`src/rtl/serial_subtractor_8bit_pkg.sv`:
```
// rtl/serial_subtractor_8bit_pkg.sv - shared types and constants for the bit-serial subtractor
package serial_subtractor_8bit_pkg;

    typedef enum logic [1:0] {
        IDLE  = 2'd0,
        SHIFT = 2'd1,
        DONE  = 2'd2
    } state_e;

    localparam int SUB_WIDTH = 8;

    function automatic int cnt_width(input int w);
        return (w > 1) ? $clog2(w) : 1;
    endfunction

    localparam int SUB_CNT_W = cnt_width(SUB_WIDTH);

endpackage

```
`src/rtl/serial_subtractor_8bit_full_adder_1bit.sv`:
```
// rtl/serial_subtractor_8bit_full_adder_1bit.sv - single-bit full adder used once per serial step
module full_adder_1bit (
    input  logic a,
    input  logic b,
    input  logic cin,
    output logic s,
    output logic cout
);

    assign s    = a ^ b ^ cin;
    assign cout = (a & b) | (a & cin) | (b & cin);

endmodule

```
`src/rtl/serial_subtractor_8bit.sv`:
```
// rtl/serial_subtractor_8bit.sv - LSB-first serial subtractor a-b with valid/ready handshakes
module serial_subtractor_8bit
    import serial_subtractor_8bit_pkg::*;
#(
    parameter int WIDTH = SUB_WIDTH
) (
    input  logic             clk,
    input  logic             rst_n,
    input  logic             in_valid,
    output logic             in_ready,
    input  logic [WIDTH-1:0] a,
    input  logic [WIDTH-1:0] b,
    output logic             out_valid,
    input  logic             out_ready,
    output logic [WIDTH-1:0] d,
    output logic             bout,
    output logic             ovf
);

    localparam int CNT_W = cnt_width(WIDTH);
    localparam logic [CNT_W-1:0] LAST_BIT = CNT_W'(WIDTH - 1);

    state_e             state_q, state_d;
    logic [WIDTH-1:0]   a_q, a_d;
    logic [WIDTH-1:0]   b_q, b_d;
    logic [WIDTH-1:0]   res_q, res_d;
    logic [WIDTH-1:0]   diff_q, diff_d;
    logic [CNT_W-1:0]   cnt_q, cnt_d;
    logic               carry_q, carry_d;
    logic               msb_c_q, msb_c_d;
    logic               fin_q, fin_d;
    logic               bout_q, bout_d;
    logic               ovf_q, ovf_d;
    logic               ready_en_q, ready_en_d;

    logic               bit_a;
    logic               bit_nb;
    logic               fa_s;
    logic               fa_cout;

    assign bit_a  = a_q[cnt_q];
    assign bit_nb = ~b_q[cnt_q];

    full_adder_1bit u_fa (
        .a    (bit_a),
        .b    (bit_nb),
        .cin  (carry_q),
        .s    (fa_s),
        .cout (fa_cout)
    );

    always_comb begin
        state_d    = state_q;
        a_d        = a_q;
        b_d        = b_q;
        res_d      = res_q;
        diff_d     = diff_q;
        cnt_d      = cnt_q;
        carry_d    = carry_q;
        msb_c_d    = msb_c_q;
        fin_d      = fin_q;
        bout_d     = bout_q;
        ovf_d      = ovf_q;
        ready_en_d = 1'b1;
        in_ready   = 1'b0;
        out_valid  = 1'b0;

        case (state_q)
            IDLE: begin
                // ready_en_q holds in_ready low until the first edge after reset release
                in_ready = ready_en_q;
                if (ready_en_q && in_valid) begin
                    a_d     = a;
                    b_d     = b;
                    carry_d = 1'b1;
                    cnt_d   = '0;
                    fin_d   = 1'b0;
                    state_d = SHIFT;
                end
            end
            SHIFT: begin
                if (fin_q) begin
                    // all bits done: publish the result on the edge into DONE
                    diff_d  = res_q;
                    bout_d  = ~carry_q;
                    ovf_d   = msb_c_q ^ carry_q;
                    state_d = DONE;
                end else begin
                    res_d   = {fa_s, res_q[WIDTH-1:1]};
                    carry_d = fa_cout;
                    cnt_d   = cnt_q + CNT_W'(1);
                    if (cnt_q == LAST_BIT) begin
                        msb_c_d = carry_q;
                        fin_d   = 1'b1;
                    end
                end
            end
            DONE: begin
                out_valid = 1'b1;
                if (out_ready) begin
                    state_d = IDLE;
                end
            end
            default: begin
                state_d = IDLE;
            end
        endcase
    end

    always_ff @(posedge clk or negedge rst_n) begin
        if (!rst_n) begin
            state_q    <= IDLE;
            a_q        <= '0;
            b_q        <= '0;
            res_q      <= '0;
            diff_q     <= '0;
            cnt_q      <= '0;
            carry_q    <= 1'b0;
            msb_c_q    <= 1'b0;
            fin_q      <= 1'b0;
            bout_q     <= 1'b0;
            ovf_q      <= 1'b0;
            ready_en_q <= 1'b0;
        end else begin
            state_q    <= state_d;
            a_q        <= a_d;
            b_q        <= b_d;
            res_q      <= res_d;
            diff_q     <= diff_d;
            cnt_q      <= cnt_d;
            carry_q    <= carry_d;
            msb_c_q    <= msb_c_d;
            fin_q      <= fin_d;
            bout_q     <= bout_d;
            ovf_q      <= ovf_d;
            ready_en_q <= ready_en_d;
        end
    end

    assign d    = diff_q;
    assign bout = bout_q;
    assign ovf  = ovf_q;

endmodule

```
`config.mk`:
```
export PLATFORM = sky130hd
export DESIGN_NAME = serial_subtractor_8bit
export DESIGN_NICKNAME = d
export VERILOG_FILES = /design/src/rtl/serial_subtractor_8bit_pkg.sv /design/src/rtl/serial_subtractor_8bit_full_adder_1bit.sv /design/src/rtl/serial_subtractor_8bit.sv
export SDC_FILE = /design/constraint.sdc
export NUM_CORES = 1
export LEC_CHECK = 0
export CORE_ASPECT_RATIO = 1.75
export CORE_MARGIN = 4
export CORE_UTILIZATION = 50
export CTS_BUF_LIST = sky130_fd_sc_hd__clkbuf_8
export DETAILED_ROUTE_END_ITERATION = 6
export PLACE_DENSITY = 0.76
export REMOVE_ABC_BUFFERS = 1
export SYNTH_ARGS = -nofsm -noshare
export SYNTH_HDL_FRONTEND = slang
export SYNTH_HIERARCHICAL = 1
export SYNTH_SLANG_ARGS = --single-unit
```
`constraint.sdc`:
```
create_clock -name clk -period 3.1 [get_ports clk]
set_input_delay 0.62 -clock clk [delete_from_list [all_inputs] [get_ports clk]]
set_output_delay 0.62 -clock clk [all_outputs]
set_load 0.005 [all_outputs]
```
# Word-level counts from Yosys, hierarchy flattened
# Cells that the tools add are included.
dict set report op_classes {
  addsub 1
  mul 0
  div_mod_pow 0
  order_cmp 1
  n_eq_ne 7
  n_shift 0
  n_mux 20
  bitwise 11
  reduce_logical 10
}
# operator n
set op_table {}
lappend op_table {{two-way mux 1 bit} 9}
lappend op_table {{AND reduction 3 bit} 3}
lappend op_table {{!= test 2 bit, second input constant} 4}
lappend op_table {{AND reduction 2 bit} 4}
lappend op_table {{binary-select mux 1 bit (select 3 bit)} 2}
lappend op_table {{two-way mux 2 bit} 3}
lappend op_table {{two-way mux 3 bit} 2}
lappend op_table {{case mux 2 bit (3 select lines)} 1}
lappend op_table {{case mux 3 bit (2 select lines)} 1}
lappend op_table {{less-than comparator 3 x 4 -> 1 bit, second input constant} 1}
lappend op_table {{case mux 1 bit (2 select lines)} 2}
lappend op_table {{adder 3 x 1 -> 3 bit, second input constant} 1}
lappend op_table {{bitwise AND 1 bit} 3}
lappend op_table {{== test 3 bit, second input constant} 1}
lappend op_table {{NOT 1 bit} 3}
lappend op_table {{XOR 1 bit} 3}
lappend op_table {{== test 2 x 1 -> 1 bit, second input constant} 1}
lappend op_table {{== test 2 bit, second input constant} 1}
lappend op_table {{logical NOT 2 bit} 1}
lappend op_table {{OR 1 bit} 2}
lappend op_table {{nonzero test 2 bit} 1}
lappend op_table {{logical AND 1 bit} 1}
dict set report totals {
  regBits 43
  latch_bits 0
  mem_bits_rw 0
  rom_bits 0
  input_bits 20
  output_inout_bits 12
  word_cells 62
  memories 0
}

# Depth between registers and ports, before layout
dict set report depth {
  depth_word 8
  ltp_mapped 6
  ltp_nobuf 5
}

# Cells and area by module
# The synthesis kept the hierarchy.
# module n_inst cells_each area_each_um2
set by_module_without_submodules {}
lappend by_module_without_submodules {serial_subtractor_8bit 1 117 1821.7}
lappend by_module_without_submodules {full_adder_1bit 1 1 20.0}

# Worst setup path before layout
# Ideal clock, no wire load.
dict set report synth_path {
  path_type {flip-flop to flip-flop}
  startpoint {reg cnt_q[0]}
  endpoint {reg res_q[7]}
  setup_ns 0.125
  arrival_ns 1.977
  setup_slack_ns 0.998
  stages_incl_launch_ff 6
  path_buffers 1
  synth_period_minus_slack_ns 2.102
  path_cell_list {dfrtp_1 -> buf_6 -> mux4_1 -> mux2_2 -> fa_1 -> mux2_2}
}
dict set report synth_between {
  word_cells_on_any_way 7
}
# item line
set synth_lines {}
lappend synth_lines {{from (decl)} serial_subtractor_8bit.sv:28} ;# logic [CNT_W-1:0] cnt_q, cnt_d;
lappend synth_lines {{from (signal assigned)} serial_subtractor_8bit.sv:130} ;# cnt_q <= cnt_d;
lappend synth_lines {{binary-select mux 1 bit (select 3 bit)} serial_subtractor_8bit.sv:41} ;# assign bit_a = a_q[cnt_q];
lappend synth_lines {{two-way mux 1 bit (implied by the code)} serial_subtractor_8bit.sv:41}
lappend synth_lines {{via bit_a} serial_subtractor_8bit.sv:36} ;# logic bit_a;
lappend synth_lines {{XOR 1 bit (2 in series)} serial_subtractor_8bit_full_adder_1bit.sv:10} ;# assign s = a ^ b ^ cin;
lappend synth_lines {{via fa_s} serial_subtractor_8bit.sv:38} ;# logic fa_s;
lappend synth_lines {{to (signal assigned)} serial_subtractor_8bit.sv:128} ;# res_q <= res_d;
lappend synth_lines {{to (decl)} serial_subtractor_8bit.sv:26} ;# logic [WIDTH-1:0] res_q, res_d;
# The timed path passes the listed nets, and every way through them passes these cells. The select of a mux whose other input is x is not followed.
# A chain may end at the register's enable or synchronous reset.

# Worst setup path in the final report
# Ends and elaborated chain as after synthesis.

==> run metrics <==
I/O Buffers=31; endpoints failing setup=0; via total after detailed routing=1054; number of H-tree levels=2; fraction of the mapped netlist area in adder cells=2.446%; setup repair after global routing missed its margin=false; CP Data Required Time=3280 ps; result of the run=completed; Horiz. Die Dim=53.88 um; slowest stage delay, CP=610 ps; slew of the pin with the lowest slew margin=908.5 ps; proportion of synthesized chip area in sequential cells=58.42%; global placer's final weighted congestion=0.7833; largest family of logic cells by synthesized area=multiplexers; cell seen most often among critical-path stages=sky130_fd_sc_hd__mux2_2; HP Class=in2async; family with the most delay on the worst path=multiplexers; clock sink count=43; routed length on met1=1063 um; cell leakage power=0.001016 uW; ratio of total power to cell area=997.9 nW/um^2; overall track demand over capacity in global routing=14.97%; overflow left after global routing=0; setup slack of the critical path after layout=822.6 ps; metal3 WL=162 um; net switching fraction of the power=27.57%; master cell of the clock root buffer=sky130_fd_sc_hd__clkbuf_8; max-cap check violation count=0; Area Overhead vs Synth=24.80%; detailed-route vias per instance=5.323; xor and xnor fraction of the mapped netlist area=0.4755%; synth unique cells=25; Synth Register Bits=43; maximum number of pins on one net before global-route repair=44; number of instances resized during post-cts repair=0; Initial DRT Pass Iterations=3; series of cell instances along the critical path=mux4_1, mux2_2, fa_1, mux2_2; logic depth of the worst setup path including buffers=4; highest net fanout along the worst path=7; cells on worst reg2reg path=4; origin of the critical flop-to-flop path=cnt_q[0]$_DFFE_PN0P_; highest metal layer used by the detailed router=met4; number of endpoints with negative hold slack in the final report=0; Final ANT Viol Nets=0; height of the chip=88.29 um; worst max-slew margin expressed relative to the limit=39.44%; total count of max-transition violations in the final report=0; maximum achievable frequency=0.4391 GHz; post-synthesis area per instance=15.61 sq um; top_reg_cell synth=sky130_fd_sc_hd__dfrtp_1; Total Die Area=4757 sq um; violation count after the first detailed-routing iteration=7; commonest cells after routing, fill and taps aside=sky130_fd_sc_hd__dfrtp_1 (43), sky130_fd_sc_hd__mux2_2 (34), sky130_fd_sc_hd__clkdlybuf4s50_1 (30), sky130_fd_sc_hd__inv_1 (6); number of antenna violations at the first check in global routing=0; nets=175; number of enable-type register cells in the synthesized netlist=0; sum of met2 wire segment lengths after detailed routing=1702 um; Int Pwr=1661 uW; total length of routed wires=2965 um; cts bufs inserted=5; number of buffer and inverter instances along the worst setup path=0; area share of and/or/nand/nor cells after synthesis=4.959%; vias in the first global route=1127; launching element type of the critical path=register; layout cells sized above 1=28.76%; standard-cell rows=28; synthesized-area fraction occupied by ao, oa, aoi and oai cells=3.397%; setup slack on the worst flop-to-flop path=820 ps; clock tree from TritonCTS=done; Final min period=2277 ps; global-route wire length before repair=5119 um; count of mapped cells out of synthesis=118; commonest non-fill, non-tap cell in the layout=sky130_fd_sc_hd__dfrtp_1; Final Cycle Share=73.46%; clock-pin slew on the worst setup and hold paths=80 ps; Syn Std Cell Area=1842 sq um; net switching power of the design=632.4 uW; Critical R2R Capture=res_q[7]$_DFFE_PN0P_; placement-stage worst setup slack=785.8 ps; Clock Tree Buf Depth=2; Async SR Flop Fraction=100.0%; crit end category=register; yosys synthesis warning count=6; post-route setup TNS=0 ps; share of power burned in the clock network=21.6%; core box area=3468 sq um; arrival time at the worst endpoint=2460 ps; HPWL after detailed placement=2218 um; critical path start-end classification=reg2reg; DR DRC count=0; setup fix buffers added after clock tree synthesis=0; setup skew after layout=7.678 ps; initial core utilization=53.10%; I/O Pins=32; hold buffer count at CTS=0; part of the power in registers=44.2%; insertion delay of the later-clocked pin in the worst-skew pair=290 ps; ant diodes=0; Peak VDD IR=588.5 uV; average detailed-routed wire length per instance=14.97 um; Worst path slowest cell=sky130_fd_sc_hd__mux4_1; share of total power in combinational logic=34.1%; multiplexer share of the synthesized area=27.04%
-- final cells by class --
cell class,instances,area (sq um)
tap,45,56.30
fill,246,1170
clock buffer,5,68.82
multi-input combinational,66,709.4
sequential,43,1076
clock inverter,3,63.81
inverter,5,18.77
timing repair buffer,31,305.3
-- registers in the layout (all words and copies together), names as in the netlist --
register,count
state_q,2
ready_en_q,1
fin_q,1
res_q,8
ovf,1
carry_q,1
d,8
a_q,8
bout,1
b_q,8
cnt_q,3
msb_c_q,1
-- Yosys cell counts (2+ instances only) --
cell type | n | share of area (%)
sky130_fd_sc_hd__nand2_1 | 5 | 1.0
sky130_fd_sc_hd__inv_1 | 5 | 1.0
sky130_fd_sc_hd__mux2_2 | 34 | 21
sky130_fd_sc_hd__a22o_1 | 2 | 0.95
sky130_fd_sc_hd__mux4_1 | 4 | 5.7
sky130_fd_sc_hd__dfrtp_1 | 43 | 58
sky130_fd_sc_hd__nor2_1 | 2 | 0.41
sky130_fd_sc_hd__buf_4 | 2 | 0.81
sky130_fd_sc_hd__buf_6 | 2 | 1.2
sky130_fd_sc_hd__o21ai_0 | 3 | 0.81
sky130_fd_sc_hd__ha_1 | 2 | 1.4
-- metal layers --
layer	up-vias	global-route usage, %
li1	487	-
met1	536	16.59
met2	26	26.27
met3	5	4.722
met4	0	4.884
met5	-	0
-- cell families (layout without fill, tap and decap cells) --
group           after synthesis  in the layout
fa+ha+maj                     3              3
compound gates                9              9
simple gates                 13             13
flops                        43             43
mux                          39             39
other cells                   1              1
buf+inv                       9             44
xor+xnor                      1              1
-- worst max path at each step --
stage / slack (ps) / startpoint / to
finish: 820 / cnt_q[0]$_DFFE_PN0P_ / res_q[7]$_DFFE_PN0P_
floorplan: 980 / cnt_q[0]$_DFFE_PN0P_ / res_q[7]$_DFFE_PN0P_
global route: 760 / cnt_q[0]$_DFFE_PN0P_ / res_q[7]$_DFFE_PN0P_
global placement: 810 / cnt_q[0]$_DFFE_PN0P_ / res_q[7]$_DFFE_PN0P_
detailed placement: 790 / in_valid / a_q[0]$_DFFE_PN0P_
CTS: 800 / cnt_q[0]$_DFFE_PN0P_ / res_q[7]$_DFFE_PN0P_
-- worst reg2reg max path, delay by kind of cell, from the launching register on --
| kind | cells | cell delay, ps |
|---|---|---|
| mux | 3 | 1180 |
| flops | 1 | 530 |
| fa+ha+maj | 1 | 470 |
-- power by group through the flow --
| stage | registers, uW | clock network (uW) | logic [uW] |
|---|---|---|---|
| finish | 1010 | 497 | 783 |
| global route | 1060 | 532 | 877 |
| CTS | 1020 | 511 | 809 |
| detailed placement | 1030 | 0 | 800 |
| global placement | 1010 | 0 | 771 |
| floorplan | 978 | 0 | 534 |
-- stage by stage --
step	cells	utilization [%]	instance area, sq um	total power, uW	hold WS, ps
finish	198	66.27	2298	2294	455.5
global route	198	66.27	2298	2466	516.2
CTS	198	66.27	2298	2342	489.2
global placement	190	62.45	2166	1781	466.1
floorplan	114	-	1804	1512	324.4
detailed placement	190	62.45	2166	1830	470.7
(Power assumes the default switching activity.)
==> RTL change: new RTL, same flow settings <==
`a_q` no longer has a reset.
--- a/src/rtl/serial_subtractor_8bit.sv
+++ b/src/rtl/serial_subtractor_8bit.sv
@@ -111,5 +111,4 @@
         if (!rst_n) begin
             state_q    <= IDLE;
-            a_q        <= '0;
             b_q        <= '0;
             res_q      <= '0;
@@ -124,5 +123,4 @@
         end else begin
             state_q    <= state_d;
-            a_q        <= a_d;
             b_q        <= b_d;
             res_q      <= res_d;
@@ -138,4 +136,8 @@
     end
 
+    always_ff @(posedge clk) begin
+        a_q <= a_d;
+    end
+
     assign d    = diff_q;
     assign bout = bout_q;
Behaviour: same outputs for any inputs over 10 cycles, from zero or initial values and one cycle with rst_n low; that may be too few to reach the edited logic, so the function may still have changed.
==> RTL change against the original RTL <==
  * Worst setup slack lost 0.020 ns
  * Clock skew grew 0.00089 ns
  * Power shrank 14%
  * Sequential power decreased by 5%
  * Sequential cell count is the same
  * Final area fell by 3.9%
  * Synthesized cell count shrank 7.6%
  * Area after synthesis shrank 3.3%
  * Routed wire length down 5.8%
  * Non-clock buffer count up 1
  * Count of clock-buffer cells in the layout is the same
  * Critical endpoint unchanged
  * Largest power group unchanged
  * Highest routed layer unchanged
==> RTL change: results <==
[finish]
seq_share_pct = 50.5
multi_input_area_share_pct = 28.0
finalInstanceArea_um2 = 2210
buffers = 32
clock_area_share_pct = 3.68
utilization_pct = 65.0
fill_cells = 266
drive_gt1_share_pct = 24.0
comb.multi_input.count = 58

[outcome]
status = "complete, no violations"

[logic_synthesis]
synth-compound-area-share_pct = 3.51
synth_xor_area_share_pct = 0.492
synth.area.mux_share_pct = 22.9
ys_types = 26
yosys-top-cells-count = "35 x dfrtp_1, 26 x mux2_2, 8 x edfxtp_1"
async_reset_ff_share_pct = 81.4
synth-edff-count = 8
ys_seq_area_share_pct = 62.7
postSynthCellCount = 109

[pwr]
seq_power_uw = 959
p_int_mw = 1.39
pwr-share-comb_pct = 34.9
vdd_drop_max_mv = 0.562

[timing]
clock_skew_ns = 0.00857
max_slew_margin_pct = 52.2
hold_slack_ns = 0.482

[critical_path]
reg2reg_slack_ns = 0.80
cp.arrival_ns = 2.48

[routing]
vias_per_cell = 5.17
dr.first_iter.drc_count = 10
totalWireLength_um = 2790

[grt]
track_usage_pct = 14.4
grt_start_max_net_pins = 36
grt_pass1_vias = 1078

[place]
gp_congestion = 0.635
place_ws_ns = 0.792

[hold_path]
hold_class = "reg2reg"
RTL change: how the worst max path moves through the flow:
stage	startpoint	end	slack, ns	depth (start not counted)
floorplan	cnt_q[0]$_DFFE_PN0P_	res_q[7]$_DFFE_PN0P_	0.98	4
global placement	cnt_q[0]$_DFFE_PN0P_	res_q[7]$_DFFE_PN0P_	0.82	4
finish	cnt_q[0]$_DFFE_PN0P_	res_q[7]$_DFFE_PN0P_	0.80	4
CTS	cnt_q[0]$_DFFE_PN0P_	res_q[7]$_DFFE_PN0P_	0.78	4
detailed placement	in_valid	b_q[5]$_DFFE_PN0P_	0.79	4
global route	cnt_q[0]$_DFFE_PN0P_	res_q[7]$_DFFE_PN0P_	0.74	4
RTL change: per-layer routing:
layer	vias up	track usage, %	routed length, µm
met5	-	0	0
met4	0	7.67	67
met3	7	3.95	186
met2	29	25.7	1590
met1	489	14.5	946
li1	463	-	-
